<file path="src/rtl/input_line_filter.sv">
// input_line_filter: per-line synchronizer and glitch filter with rise/fall
// pulses and a first-word-fall-through FIFO of timestamped change events.
module input_line_filter #(
  parameter int               WIDTH         = 4,
  parameter int               SYNC_STAGES   = 2,
  parameter int               FILTER_CYCLES = 3,
  parameter logic [WIDTH-1:0] RESET_LEVEL   = {WIDTH{1'b1}},
  parameter int               TS_WIDTH      = 16,
  parameter int               FIFO_DEPTH    = 4
) (
  input  logic                sys_clk,
  input  logic                sys_rst,
  input  logic [WIDTH-1:0]    in_line,
  output logic [WIDTH-1:0]    out_line,
  output logic [WIDTH-1:0]    rise_pulse,
  output logic [WIDTH-1:0]    fall_pulse,
  output logic                evt_valid,
  input  logic                evt_ready,
  output logic [WIDTH-1:0]    evt_lines,
  output logic [TS_WIDTH-1:0] evt_time,
  output logic                overflow,
  input  logic                clear_overflow
);

  // Counter only needs to reach FILTER_CYCLES-1.
  localparam int CW = (FILTER_CYCLES > 1) ? $clog2(FILTER_CYCLES) : 1;
  localparam int AW = $clog2(FIFO_DEPTH);
  localparam logic [CW-1:0] CNT_MAX = CW'(FILTER_CYCLES - 1);

  logic [WIDTH-1:0]    r_sync [SYNC_STAGES];
  logic [CW-1:0]       r_cnt  [WIDTH];
  logic [WIDTH-1:0]    r_out;
  logic [WIDTH-1:0]    r_rise;
  logic [WIDTH-1:0]    r_fall;
  logic [TS_WIDTH-1:0] r_ts;
  logic [WIDTH-1:0]    r_mem_lines [FIFO_DEPTH];
  logic [TS_WIDTH-1:0] r_mem_time  [FIFO_DEPTH];
  logic [AW-1:0]       r_wr_ptr;
  logic [AW-1:0]       r_rd_ptr;
  logic [AW:0]         r_fcnt;
  logic                r_ovf;

  logic [WIDTH-1:0]    w_synced;
  logic [WIDTH-1:0]    w_accept;
  logic                w_push;
  logic                w_full;
  logic                w_pop;
  logic                w_wr;
  logic                w_drop;

  assign w_synced = r_sync[SYNC_STAGES-1];

  // Per-bit acceptance: new level has persisted for the full filter window.
  always_comb begin
    w_accept = '0;
    for (int b = 0; b < WIDTH; b++) begin
      if ((w_synced[b] != r_out[b]) && (r_cnt[b] == CNT_MAX)) begin
        w_accept[b] = 1'b1;
      end else begin
        w_accept[b] = 1'b0;
      end
    end
  end

  // An event is pushed in the cycle after the pulses; a pop frees room for it.
  assign w_push = |(r_rise | r_fall);
  assign w_full = (r_fcnt == (AW + 1)'(FIFO_DEPTH));
  assign w_pop  = (r_fcnt != '0) && evt_ready;
  assign w_wr   = w_push && (!w_full || w_pop);
  assign w_drop = w_push && w_full && !w_pop;

  // Synchronizer flop chain per bit.
  always_ff @(posedge sys_clk or posedge sys_rst) begin
    if (sys_rst) begin
      for (int i = 0; i < SYNC_STAGES; i++) r_sync[i] <= RESET_LEVEL;
    end else begin
      r_sync[0] <= in_line;
      for (int i = 1; i < SYNC_STAGES; i++) r_sync[i] <= r_sync[i-1];
    end
  end

  // Glitch filter counters, filtered level and registered edge pulses.
  always_ff @(posedge sys_clk or posedge sys_rst) begin
    if (sys_rst) begin
      for (int b = 0; b < WIDTH; b++) r_cnt[b] <= '0;
      r_out  <= RESET_LEVEL;
      r_rise <= '0;
      r_fall <= '0;
    end else begin
      for (int b = 0; b < WIDTH; b++) begin
        if ((w_synced[b] == r_out[b]) || w_accept[b]) begin
          r_cnt[b] <= '0;
        end else begin
          r_cnt[b] <= r_cnt[b] + CW'(1);
        end
      end
      r_out  <= r_out ^ w_accept;
      r_rise <= w_accept & w_synced;
      r_fall <= w_accept & ~w_synced;
    end
  end

  // Free-running timestamp, wraps silently.
  always_ff @(posedge sys_clk or posedge sys_rst) begin
    if (sys_rst) begin
      r_ts <= '0;
    end else begin
      r_ts <= r_ts + TS_WIDTH'(1);
    end
  end

  // Event storage; contents are only visible while the entry is occupied.
  always_ff @(posedge sys_clk) begin
    if (w_wr) begin
      r_mem_lines[r_wr_ptr] <= r_out;
      r_mem_time[r_wr_ptr]  <= r_ts;
    end
  end

  // FIFO pointers, occupancy and sticky overflow (set beats clear).
  always_ff @(posedge sys_clk or posedge sys_rst) begin
    if (sys_rst) begin
      r_wr_ptr <= '0;
      r_rd_ptr <= '0;
      r_fcnt   <= '0;
      r_ovf    <= 1'b0;
    end else begin
      if (w_wr)  r_wr_ptr <= r_wr_ptr + AW'(1);
      if (w_pop) r_rd_ptr <= r_rd_ptr + AW'(1);
      case ({w_wr, w_pop})
        2'b10:   r_fcnt <= r_fcnt + (AW + 1)'(1);
        2'b01:   r_fcnt <= r_fcnt - (AW + 1)'(1);
        default: r_fcnt <= r_fcnt;
      endcase
      if (w_drop) begin
        r_ovf <= 1'b1;
      end else if (clear_overflow) begin
        r_ovf <= 1'b0;
      end
    end
  end

  assign out_line   = r_out;
  assign rise_pulse = r_rise;
  assign fall_pulse = r_fall;
  assign evt_valid  = (r_fcnt != '0);
  assign evt_lines  = evt_valid ? r_mem_lines[r_rd_ptr] : '0;
  assign evt_time   = evt_valid ? r_mem_time[r_rd_ptr]  : '0;
  assign overflow   = r_ovf;

endmodule

</file>
<file path="config.mk">
export PLATFORM = sky130hd
export DESIGN_NAME = input_line_filter
export DESIGN_NICKNAME = d
export VERILOG_FILES = /design/src/rtl/input_line_filter.sv
export SDC_FILE = /design/constraint.sdc
export NUM_CORES = 1
export LEC_CHECK = 0
export ABC_AREA = 1
export BUFFER_PORTS_ARGS = -buffer_cell sky130_fd_sc_hd__buf_2
export CAP_MARGIN = 20
export CORE_AREA = 2 2 110 112
export DETAILED_ROUTE_END_ITERATION = 12
export DIE_AREA = 0 0 112 114
export GPL_ROUTABILITY_DRIVEN = 1
export GPL_TIMING_DRIVEN = 0
export PLACE_DENSITY = 0.76
export REMOVE_ABC_BUFFERS = 1
export SETUP_SLACK_MARGIN = 0.4
export SKIP_CTS_REPAIR_TIMING = 1
export SYNTH_ARGS = -nofsm -noshare
export SYNTH_HDL_FRONTEND = slang
export SYNTH_SLANG_ARGS = --single-unit
</file>
<file path="constraint.sdc">
create_clock -name sys_clk -period 5.3 [get_ports sys_clk]
set_input_delay 0.53 -clock sys_clk [delete_from_list [all_inputs] [get_ports sys_clk]]
set_output_delay 0.53 -clock sys_clk [all_outputs]
set_load 0.02 [all_outputs]
</file>
Yosys cells after proc, flatten, opt, wreduce, memory -nomap -nowiden. Memories as Yosys holds them, arrays and structs flattened. Index checks and enable logic that the tools add are counted.

Register bits: 52. Memory bits (writable): 80. Output and inout bits: 34. Logic and storage cells: 79. Memories: 2.

Add/subtract/negate cells: 9. Eq/ne operators: 15. Muxes and demuxes: 15. Bitwise logic cells: 5. Reductions and logical operators: 19.

Memories: r_mem_time (depth 4, width 16, read ports 1, clocked after memory_dff 0, wr ports 1, line 37) `logic [TS_WIDTH-1:0] r_mem_time [FIFO_DEPTH];`; r_mem_lines (depth 4, width 4, read ports 1, clocked after memory_dff 0, wr ports 1, line 36) `logic [WIDTH-1:0] r_mem_lines [FIFO_DEPTH];`.

Operators with widths (count): $add A16 B1 Y16 const B (1); $mux W16 (1); $add A2 B1 Y2 const B (6); $eq A2 B2 Y1 const B (5); $and A4 B4 Y4 (2); $logic_and A1 B1 Y1 (8); $mux W1 (8); $mux W2 (4); $pmux W3 S2 (1); $logic_or A1 B1 Y1 (5); $eq A1 B1 Y1 (4); $mux W4 (1); $ne A1 B1 Y1 (4); $not A4 Y4 (1); $or A4 B4 Y4 (1); $reduce_bool A2 Y1 (2); $reduce_or A4 Y1 (1); $xor A4 B4 Y4 (1); $add A3 B1 Y3 const B (1); $eq A3 B3 Y1 const B (1); $reduce_bool A3 Y1 (1); $sub A3 B1 Y3 const B (1); $eq A2 B1 Y1 const B (1); $logic_not A1 Y1 (2).

Longest topological paths before layout. Gate-level depths: netlist of the first run.

Word-level depth: 6. Mapped depth: 11. Gate-level depth less buffers: 11.

Worst setup path before layout of the first run. Ideal clock, no wire load.

Kind: input-to-reg. Start point: input evt_ready. End point: memory r_mem_lines[0][0], enable pin. Library setup time: 0.397 ns. Data arrival time: 1.850 ns. Data required time: 4.903 ns. Path slack: 3.054 ns. Stages: 6. Buffers on the path: 0. Cell sequence: inv_1 > nand3_1 > inv_1 > nor2_1 > inv_1 > nor2_1.

Cells in the longest elaborated chain, start to end: 5.

Ends and longest elaborated chain: from (decl) (line 18) `input logic evt_ready,`; $logic_and A1 B1 Y1 (line 68) `assign w_pop = (r_fcnt != '0) && evt_ready;`; $logic_or A1 B1 Y1 (line 69) `assign w_wr = w_push && (!w_full || w_pop);`; $logic_and A1 B1 Y1 (line 69); $mux W1 (line 114) `if (w_wr) begin`; $mux W1 (implied by the code) (line 115) `r_mem_lines[r_wr_ptr] <= r_out;`; to (decl) (line 36).

Every way passes these cells.

Worst setup path after layout of the first run.
Start point: register r_rd_ptr[1]. End point: output evt_lines[0].

Cells in the longest elaborated chain, start to end: 2.

Ends and longest elaborated chain: from (decl) (line 39) `logic [AW-1:0] r_rd_ptr;`; from (signal assigned) (line 129) `if (w_pop) r_rd_ptr <= r_rd_ptr + AW'(1);`; $mem_v2 Z4 W4; $mux W4 (line 147) `assign evt_lines = evt_valid ? r_mem_lines[r_rd_ptr] : '0;`; to (decl) (line 19) `output logic [WIDTH-1:0] evt_lines,`.

Every way passes these cells.

==> results of run 1 <==
[critical path, cell delays in order (launching register included)]
cell	delay (ps)
dfrtp_1	960
inv_1	670
nor2_1	230
o21ai_0	130
a21oi_1	210
buf_2	210
[area by class of cell]
type                            count  area share, %
Inverter                           50           2.94
Timing Repair Buffer               47           5.09
Multi-Input combinational cell    271           21.5
Tap cell                          147           2.88
Clock inverter                     15           2.78
Sequential cell                   132           58.2
Clock buffer                       17           6.65
[cell usage in the layout (no fill, tap or decap), drive strengths merged, types with 9 or more instances in the layout]
cell    synthesis  layout
inv            50      55
nand3          14      14
ha              9       9
nor3           11      11
buf             8      47
edfxtp         80      80
dfstp          12      12
xor2           13      13
dfrtp          40      40
nand2          36      36
clkbuf          7      17
nor2          112     112
a21oi          20      20
o21ai          46      46
[routing by layer]
metal | routed length (microns) | track usage [%] | share of wire, %
met5 | 0 | 0 | 0
met4 | 94 | 7.07 | 0.93
met3 | 627 | 4.89 | 6.2
met2 | 5320 | 29.2 | 53
met1 | 4070 | 20.1 | 40
[final timing paths]
kind | from | endpoint | slack [ps] | cells past startpoint
worst min-delay path | sys_rst | r_cnt[3] | 20 | 2
worst max register to register | fall_pulse[0] | r_mem_lines[3][2] | 3260 | 7
max in group asynchronous | sys_rst | r_sync[5] | 4710 | 3
min in group sys_clk | in_line[3] | r_sync[7] | 220 | 1
worst max-delay path | r_rd_ptr[1] | evt_lines[0] | 1960 | 5
worst min register to register | r_sync[4] | w_synced[0] | 360 | 0
[stage by stage]
stage | total power, mW | utilization, % | setup slack [ps]
after global placement | 2.59 | 48.3 | 2220
after detailed placement | 2.71 | 49.4 | 2420
after global routing | 4.09 | 54.6 | 1770
after CTS | 3.89 | 54.6 | 1980
after floorplan | 2.24 | - | 3050
final | 3.86 | 54.6 | 1960
[logic make-up after synthesis]
logic type,synth area share (%)
and+or+nand+nor,14.0
xor gates and xnor gates,2.79
DFF,69.7
buffers and inverters,4.74
AOI/OAI and AO/OA,6.31
adders and majority gates,2.49
[state kept, by name, summed over array words and instances (netlist names), named ones only]
register,flops
r_wr_ptr,2
r_mem_time,64
r_sync,4
fall_pulse,4
r_cnt,8
r_ts,16
r_fcnt,3
r_mem_lines,16
w_synced,4
rise_pulse,4
r_rd_ptr,2
overflow,1
[power by group]
group	leakage (nW)	switching [mW]	internal, mW	total [mW]
combinational	0.991	0.809	0.396	1.21
sequential	1.34	0.143	1.34	1.48
clock	0.286	0.431	0.743	1.17
==> impl_metrics.py, run 1 <==
metrics = {
    "run_status": {
        "outcome": "finished clean",
    },
    "global_route": {
        "grt_max_degree": 46,
        "grt_antenna_before_repair": 0,
        "grt_util_all_layers_pct": 16.9,
        "grt_pass1_vias": 3476,
        "overflow": 0,
        "grt_first_pass_wirelength_microns": 16700,
    },
    "synthesis": {
        "synth_edf_count": 80,
        "yosysWarnings": 0,
        "synth_common_cells": "nor2_1, edfxtp_1, inv_1",
        "synth.distinct_cells": 26,
        "synth_top_area_share_pct": 45.0,
        "synth_ff_type": "edfxtp_1",
        "ys_top_cells_by_area": "edfxtp_1, dfrtp_1, nor2_1",
        "yosysMostFrequentCell": "nor2_1",
        "synth_area_per_cell_sq_um": 11.4,
        "yosysTopAreaCell": "edfxtp_1",
        "synthArstFlopShare_pct": 39.4,
        "synth_cells": 468,
        "synthesis.area_sq_um": 5340,
        "ys_ff_latch": 132,
        "seq_area_frac_synth_pct": 69.7,
    },
    "sta": {
        "rsz0062_at_grt": "false",
        "fmax_ghz": 0.300,
        "hold_viol": 0,
        "fin_crit_sh_pct": 63.0,
        "fin_crit_ps": 3340,
        "maxSlewViolCount": 0,
        "skew_ps": 6.68,
        "setup_violations": 0,
        "max_slew_margin_pct": 37.2,
        "whs_ps": 24.6,
        "fin_setup_tns_ps": 0,
        "worst_slew_pin_slew_ps": 942,
    },
    "pwr": {
        "peakVddDrop_mv": 0.299,
        "power_leakage_nw": 2.62,
        "p_per_area_nw_per_um2": 604,
    },
    "floorplanning": {
        "core_sq_um": 11700,
        "rows": 40,
        "fp.dieArea_sq_um": 12800,
        "start_util_pct": 45.6,
        "die-height_microns": 114,
        "ios": 42,
        "die_w_microns": 112,
    },
    "clocking": {
        "cts-root-buf": "clkbuf_16",
        "cts_buffers": 17,
        "clkSinkCount": 132,
        "worstSkewPairLatency_ps": 400,
        "clockBufferDepth": 2,
        "clkTransAtPathRegs_ps": 60,
        "htree_levels": 4,
        "cts_tree": "yes",
    },
    "cells_and_area": {
        "postLayoutCellArea_sq_um": 6390,
        "multiInputGateArea_sq_um": 1370,
        "fillers": 968,
        "area_growth_pct": 19.8,
        "nNetsFinal": 537,
        "final_cells": 679,
        "regArea_sq_um": 3720,
        "antenna_cells": 0,
        "layout-drive-gt1-share_pct": 20.1,
    },
    "place": {
        "dp_cells": 647,
        "dp_hpwl_microns": 6140,
        "gp_congestion": 0.714,
        "place_area_sq_um": 5790,
        "portBuffers": 41,
    },
    "worst_setup_path": {
        "arrival_ps": 2810,
        "crit_path_end_kind": "output pin",
        "start_kind": "register",
        "crit_type": "reg2out",
        "crit_required_ps": 4770,
        "cp_max_fo": 22,
    },
    "detailed_routing": {
        "ant_nets": 0,
        "via_count": 3400,
        "drtIter0Drc": 181,
        "wl_per_cell_microns": 14.9,
        "drt_pass1_iterations": 4,
        "avgViaCountPerCell": 5.01,
        "drt-total-wl_microns": 10100,
        "drcViolationCount": 0,
    },
    "worst_hold_path": {
        "holdCritPathClass": "in2async",
    },
    "run": {
        "cap_violations": 0,
    },
}
No activity file was read; power rests on OpenSTA's default activity.
==> run 2, diff against run 1 <==
--- a/config.mk
+++ b/config.mk
@@ -13,7 +13,7 @@
 export DIE_AREA = 0 0 112 114
 export GPL_ROUTABILITY_DRIVEN = 1
 export GPL_TIMING_DRIVEN = 0
-export PLACE_DENSITY = 0.76
+export PLACE_DENSITY = 0.78
 export REMOVE_ABC_BUFFERS = 1
 export SETUP_SLACK_MARGIN = 0.4
 export SKIP_CTS_REPAIR_TIMING = 1
==> constraint.sdc (replaced) <==
create_clock -name sys_clk -period 2.93 [get_ports sys_clk]
set_input_delay 0.293 -clock sys_clk [delete_from_list [all_inputs] [get_ports sys_clk]]
set_output_delay 0.293 -clock sys_clk [all_outputs]
set_load 0.02 [all_outputs]
==> impl_metrics.py, run 2 (synthesis results as in run 1) <==
metrics = {
    "floorplanning": {
        "ios": 42,
        "die-height_microns": 114,
        "fp.dieArea_sq_um": 12800,
        "die_w_microns": 112,
        "core_sq_um": 11700,
        "rows": 40,
        "start_util_pct": 45.6,
    },
    "worst_setup_path": {
        "crit_path_end_kind": "output pin",
        "arrival_ps": 2130,
        "crit_type": "reg2out",
        "slowest_stage": "dfrtp_4",
        "start_kind": "register",
        "worstReg2RegStart": "rise_pulse[3]",
        "crit_path_cell_trace": "clkinvlp_4 -> buf_4 -> nor2_1 -> o21ai_0 -> a21oi_1 -> buf_2",
        "critPathMaxStageDelay_ps": 660,
        "crit_family": "flip-flops",
        "cp_num_buf_inv": 3,
        "worst-r2r-cell-count": 7,
        "crit_required_ps": 2640,
        "cp_max_fo": 23,
        "reg2reg_setup_slack_ps": 730,
        "timing.rr.end": "r_mem_time[1][1]",
    },
    "sta": {
        "fin_crit_ps": 2420,
        "rsz0062_at_grt": "false",
        "fmax_ghz": 0.413,
        "maxSlewViolCount": 0,
        "fin_setup_tns_ps": 0,
        "whs_ps": 77.0,
        "skew_ps": 6.74,
        "worst_slew_pin_slew_ps": 648,
        "worst_slack_ps": 506,
        "hold_viol": 0,
        "setup_violations": 0,
        "fin_crit_sh_pct": 82.7,
        "max_slew_margin_pct": 56.7,
    },
    "detailed_routing": {
        "avgViaCountPerCell": 5.11,
        "drt_pass1_iterations": 4,
        "ant_nets": 0,
        "drt-total-wl_microns": 11100,
        "drcViolationCount": 0,
        "via_count": 3503,
        "wl_per_cell_microns": 16.2,
        "drtIter0Drc": 299,
    },
    "global_route": {
        "grt_util_all_layers_pct": 18.1,
        "grt_pass1_vias": 3596,
        "grt_antenna_before_repair": 0,
        "grt_first_pass_wirelength_microns": 17500,
        "grt_max_degree": 46,
        "overflow": 0,
    },
    "cells_and_area": {
        "layout_common_cells": "nor2_1, edfxtp_1, inv_1",
        "final_common_cell": "nor2_1",
        "antenna_cells": 0,
        "final_core_util_pct": 55.1,
        "largest_reg_flops": 64,
        "postLayoutCellArea_sq_um": 6450,
        "fillers": 967,
        "area_growth_pct": 20.9,
        "reg_top3": "r_mem_time: 64 flops, r_mem_lines: 16 flops, r_ts: 16 flops",
        "final_cells": 686,
        "nNetsFinal": 544,
        "largest-register": "r_mem_time",
        "layout-drive-gt1-share_pct": 21.0,
    },
    "pwr": {
        "pwr-share-clk_pct": 29.7,
        "pwr-share-seq_pct": 38.6,
        "power_leakage_nw": 2.62,
        "peakVddDrop_mv": 0.689,
        "p_per_area_nw_per_um2": 1090,
        "combPwrFrac_pct": 31.7,
        "fin_total_pwr_mw": 7.04,
        "p_sw_mw": 2.56,
        "switching_share_pct": 36.3,
        "intPower_mw": 4.48,
    },
    "place": {
        "gp_congestion": 0.748,
        "portBuffers": 41,
        "dp_cells": 647,
        "place_area_sq_um": 5780,
        "pre_cts_slack_ps": 286,
        "dp_hpwl_microns": 6650,
    },
    "clocking": {
        "clockBufferDepth": 2,
        "cts_buffers": 17,
        "clkSinkCount": 132,
        "clkTransAtPathRegs_ps": 60,
        "cts_tree": "yes",
        "worstSkewPairLatency_ps": 410,
        "cts-root-buf": "clkbuf_16",
        "htree_levels": 4,
    },
    "run_status": {
        "outcome": "finished clean",
    },
    "worst_hold_path": {
        "hp-start": "clear_overflow",
        "holdCritPathClass": "in2reg",
        "min_to": "overflow",
        "hold_path_depth": 2,
    },
    "run": {
        "cap_violations": 0,
    },
}
-- run 2: worst max-delay path by stage --
stage,startpoint,to,slack (ps),depth (start not counted)
global route,r_rd_ptr[1],evt_time[8],410,6
CTS,r_rd_ptr[1],evt_time[8],-250,5
floorplan,fall_pulse[3],r_mem_lines[0][0],700,6
global placement,fall_pulse[0],r_mem_time[1][4],-20,6
detailed placement,r_rd_ptr[1],evt_time[5],290,5
finish,r_rd_ptr[1],evt_time[8],510,6
-- run 2: cell type report --
cell class / instances / area (sq um) / area share [%]
Sequential cell: 132 / 3720 / 57.7
Multi-Input combinational cell: 271 / 1370 / 21.3
Tap cell: 147 / 184 / 2.85
Timing Repair Buffer: 53 / 370 / 5.74
Timing Repair inverter: 1 / 7.51 / 0.116
Inverter: 50 / 200 / 3.10
Clock inverter: 14 / 161 / 2.50
Clock buffer: 18 / 429 / 6.65
-- run 2: routing by layer --
layer | part of all wire (%) | track usage, % | up-vias
met4 | 1.0 | 7.89 | 0
met3 | 5.9 | 6.06 | 10
met5 | 0 | 0 | -
met2 | 53 | 31.9 | 94
met1 | 40 | 20.0 | 1733
li1 | - | - | 1666
-- run 2: power by group through the flow --
stage	registers, mW	clock network [mW]	logic, mW
3_3_place_gp	2.75	0	1.94
2_1_floorplan	2.71	0	1.35
6_report	2.72	2.09	2.23
3_5_place_dp	2.73	0	2.20
4_1_cts	2.70	2.12	2.23
5_1_grt	2.77	2.21	2.49
==> run 3, diff against run 2 <==
--- a/config.mk
+++ b/config.mk
@@ -13,7 +13,7 @@
 export DIE_AREA = 0 0 112 114
 export GPL_ROUTABILITY_DRIVEN = 1
 export GPL_TIMING_DRIVEN = 0
-export PLACE_DENSITY = 0.78
+export PLACE_DENSITY = 0.76
 export REMOVE_ABC_BUFFERS = 1
 export SETUP_SLACK_MARGIN = 0.4
 export SKIP_CTS_REPAIR_TIMING = 1
==> constraint.sdc (replaced) <==
create_clock -name sys_clk -period 2.5 [get_ports sys_clk]
set_input_delay 0.25 -clock sys_clk [delete_from_list [all_inputs] [get_ports sys_clk]]
set_output_delay 0.25 -clock sys_clk [all_outputs]
set_load 0.02 [all_outputs]
==> impl_metrics.py, run 3 (synthesis results as in run 1) <==
metrics = {
    "run_status": {
        "outcome": "finished clean",
    },
    "cells_and_area": {
        "layout_common_cells": "nor2_1, edfxtp_1, inv_1",
        "reg_top3": "r_mem_time: 64 flops, r_mem_lines: 16 flops, r_ts: 16 flops",
        "antenna_cells": 0,
        "largest-register": "r_mem_time",
        "final_core_util_pct": 56.5,
        "layout-drive-gt1-share_pct": 23.0,
        "final_common_cell": "nor2_1",
        "area_growth_pct": 24.0,
        "largest_reg_flops": 64,
        "postLayoutCellArea_sq_um": 6620,
        "nNetsFinal": 556,
    },
    "floorplanning": {
        "fp.dieArea_sq_um": 12800,
        "start_util_pct": 45.6,
        "die_w_microns": 112,
        "die-height_microns": 114,
        "core_sq_um": 11700,
        "ios": 42,
        "rows": 40,
    },
    "sta": {
        "fin_crit_sh_pct": 81.7,
        "skew_ps": 7.75,
        "maxSlewViolCount": 0,
        "fin_crit_ps": 2040,
        "setup_violations": 0,
        "max_slew_margin_pct": 62.2,
        "fmax_ghz": 0.490,
        "rsz0062_at_grt": "true",
        "hold_viol": 0,
        "fin_setup_tns_ps": 0,
        "worst_slew_pin_slew_ps": 566,
    },
    "worst_setup_path": {
        "timing.rr.end": "r_mem_lines[3][2]",
        "arrival_ps": 1790,
        "start_kind": "register",
        "crit_required_ps": 2250,
        "worst-r2r-cell-count": 7,
        "cp_max_fo": 28,
        "worstReg2RegStart": "r_fcnt[0]",
        "crit_path_end_kind": "output pin",
        "reg2reg_setup_slack_ps": 470,
        "crit_type": "reg2out",
    },
    "clocking": {
        "worstSkewPairLatency_ps": 400,
        "clkTransAtPathRegs_ps": 60,
        "cts-root-buf": "clkbuf_16",
        "cts_buffers": 17,
        "clockBufferDepth": 2,
        "clkSinkCount": 132,
        "cts_tree": "yes",
        "htree_levels": 4,
    },
    "detailed_routing": {
        "avgViaCountPerCell": 4.95,
        "drtIter0Drc": 221,
        "wl_per_cell_microns": 15.3,
        "drcViolationCount": 0,
        "drt-total-wl_microns": 10700,
        "via_count": 3456,
        "ant_nets": 0,
        "drt_pass1_iterations": 5,
    },
    "worst_hold_path": {
        "hold_path_depth": 2,
        "holdCritPathClass": "in2reg",
        "min_to": "overflow",
        "hp-start": "clear_overflow",
    },
    "pwr": {
        "p_per_area_nw_per_um2": 1290,
        "peakVddDrop_mv": 0.640,
        "power_leakage_nw": 2.70,
    },
    "place": {
        "portBuffers": 41,
        "place_area_sq_um": 5790,
        "gp_congestion": 0.714,
        "dp_hpwl_microns": 6140,
    },
    "global_route": {
        "grt_max_degree": 46,
        "grt_pass1_vias": 3476,
        "overflow": 0,
        "grt_util_all_layers_pct": 16.9,
        "grt_antenna_before_repair": 0,
        "grt_first_pass_wirelength_microns": 16700,
    },
    "run": {
        "cap_violations": 0,
    },
}
==> run 3: final cells by class <==
type / count / area (sq um)
Timing Repair inverter: 2 / 15.0
Sequential cell: 132 / 3730
Fill cell: 933 / 5090
Clock inverter: 15 / 178
Timing Repair Buffer: 64 / 503
Multi-Input combinational cell: 271 / 1380
Inverter: 50 / 203
Tap cell: 147 / 184
Clock buffer: 17 / 425
==> run 3: worst max path at each step <==
| stage | startpoint | end | slack, ps |
|---|---|---|---|
| after global placement | fall_pulse[0] | r_mem_time[1][4] | -360 |
| after global routing | r_fcnt[0] | r_mem_lines[3][2] | 290 |
| after detailed placement | r_rd_ptr[1] | evt_time[8] | -100 |
| after CTS | r_rd_ptr[1] | evt_time[8] | -540 |
| after floorplan | fall_pulse[3] | r_mem_lines[0][0] | 270 |
| final | r_rd_ptr[0] | evt_time[5] | 460 |
==> run 3: report_power, final <==
| part | total (mW) | internal, mW | switching, mW |
|---|---|---|---|
| logic | 2.94 | 1.05 | 1.89 |
| clock network | 2.49 | 1.57 | 0.917 |
| registers | 3.10 | 2.85 | 0.251 |
| total | 8.53 | 5.47 | 3.06 |
==> run 3: worst max-delay path, stage by stage (launching register included) <==
cell and delay, ps:
dfrtp_4 510, buf_16 190, nor2_1 70, nor2_1 80
o21ai_0 90, a21oi_1 250, buf_4 190
==> run 3: layer usage <==
metal,track usage [%],part of all wire (%),vias to the layer above
li1,-,-,1695
met1,20.1,40,1653
met2,29.2,53,96
met3,4.89,6.2,12
met4,7.07,1.2,0
met5,0,0,-
==> run 3: per-stage QoR <==
step                hold slack (ps)  total power [mW]  setup slack [ps]  std cells
floorplan                       254              4.76               272        453
global placement                346              5.49              -363        641
detailed placement              171              5.74             -97.6        647
CTS                            -260              8.24              -540        679
global route                   44.2              9.04               291        698
finish                         44.6              8.53               458        698
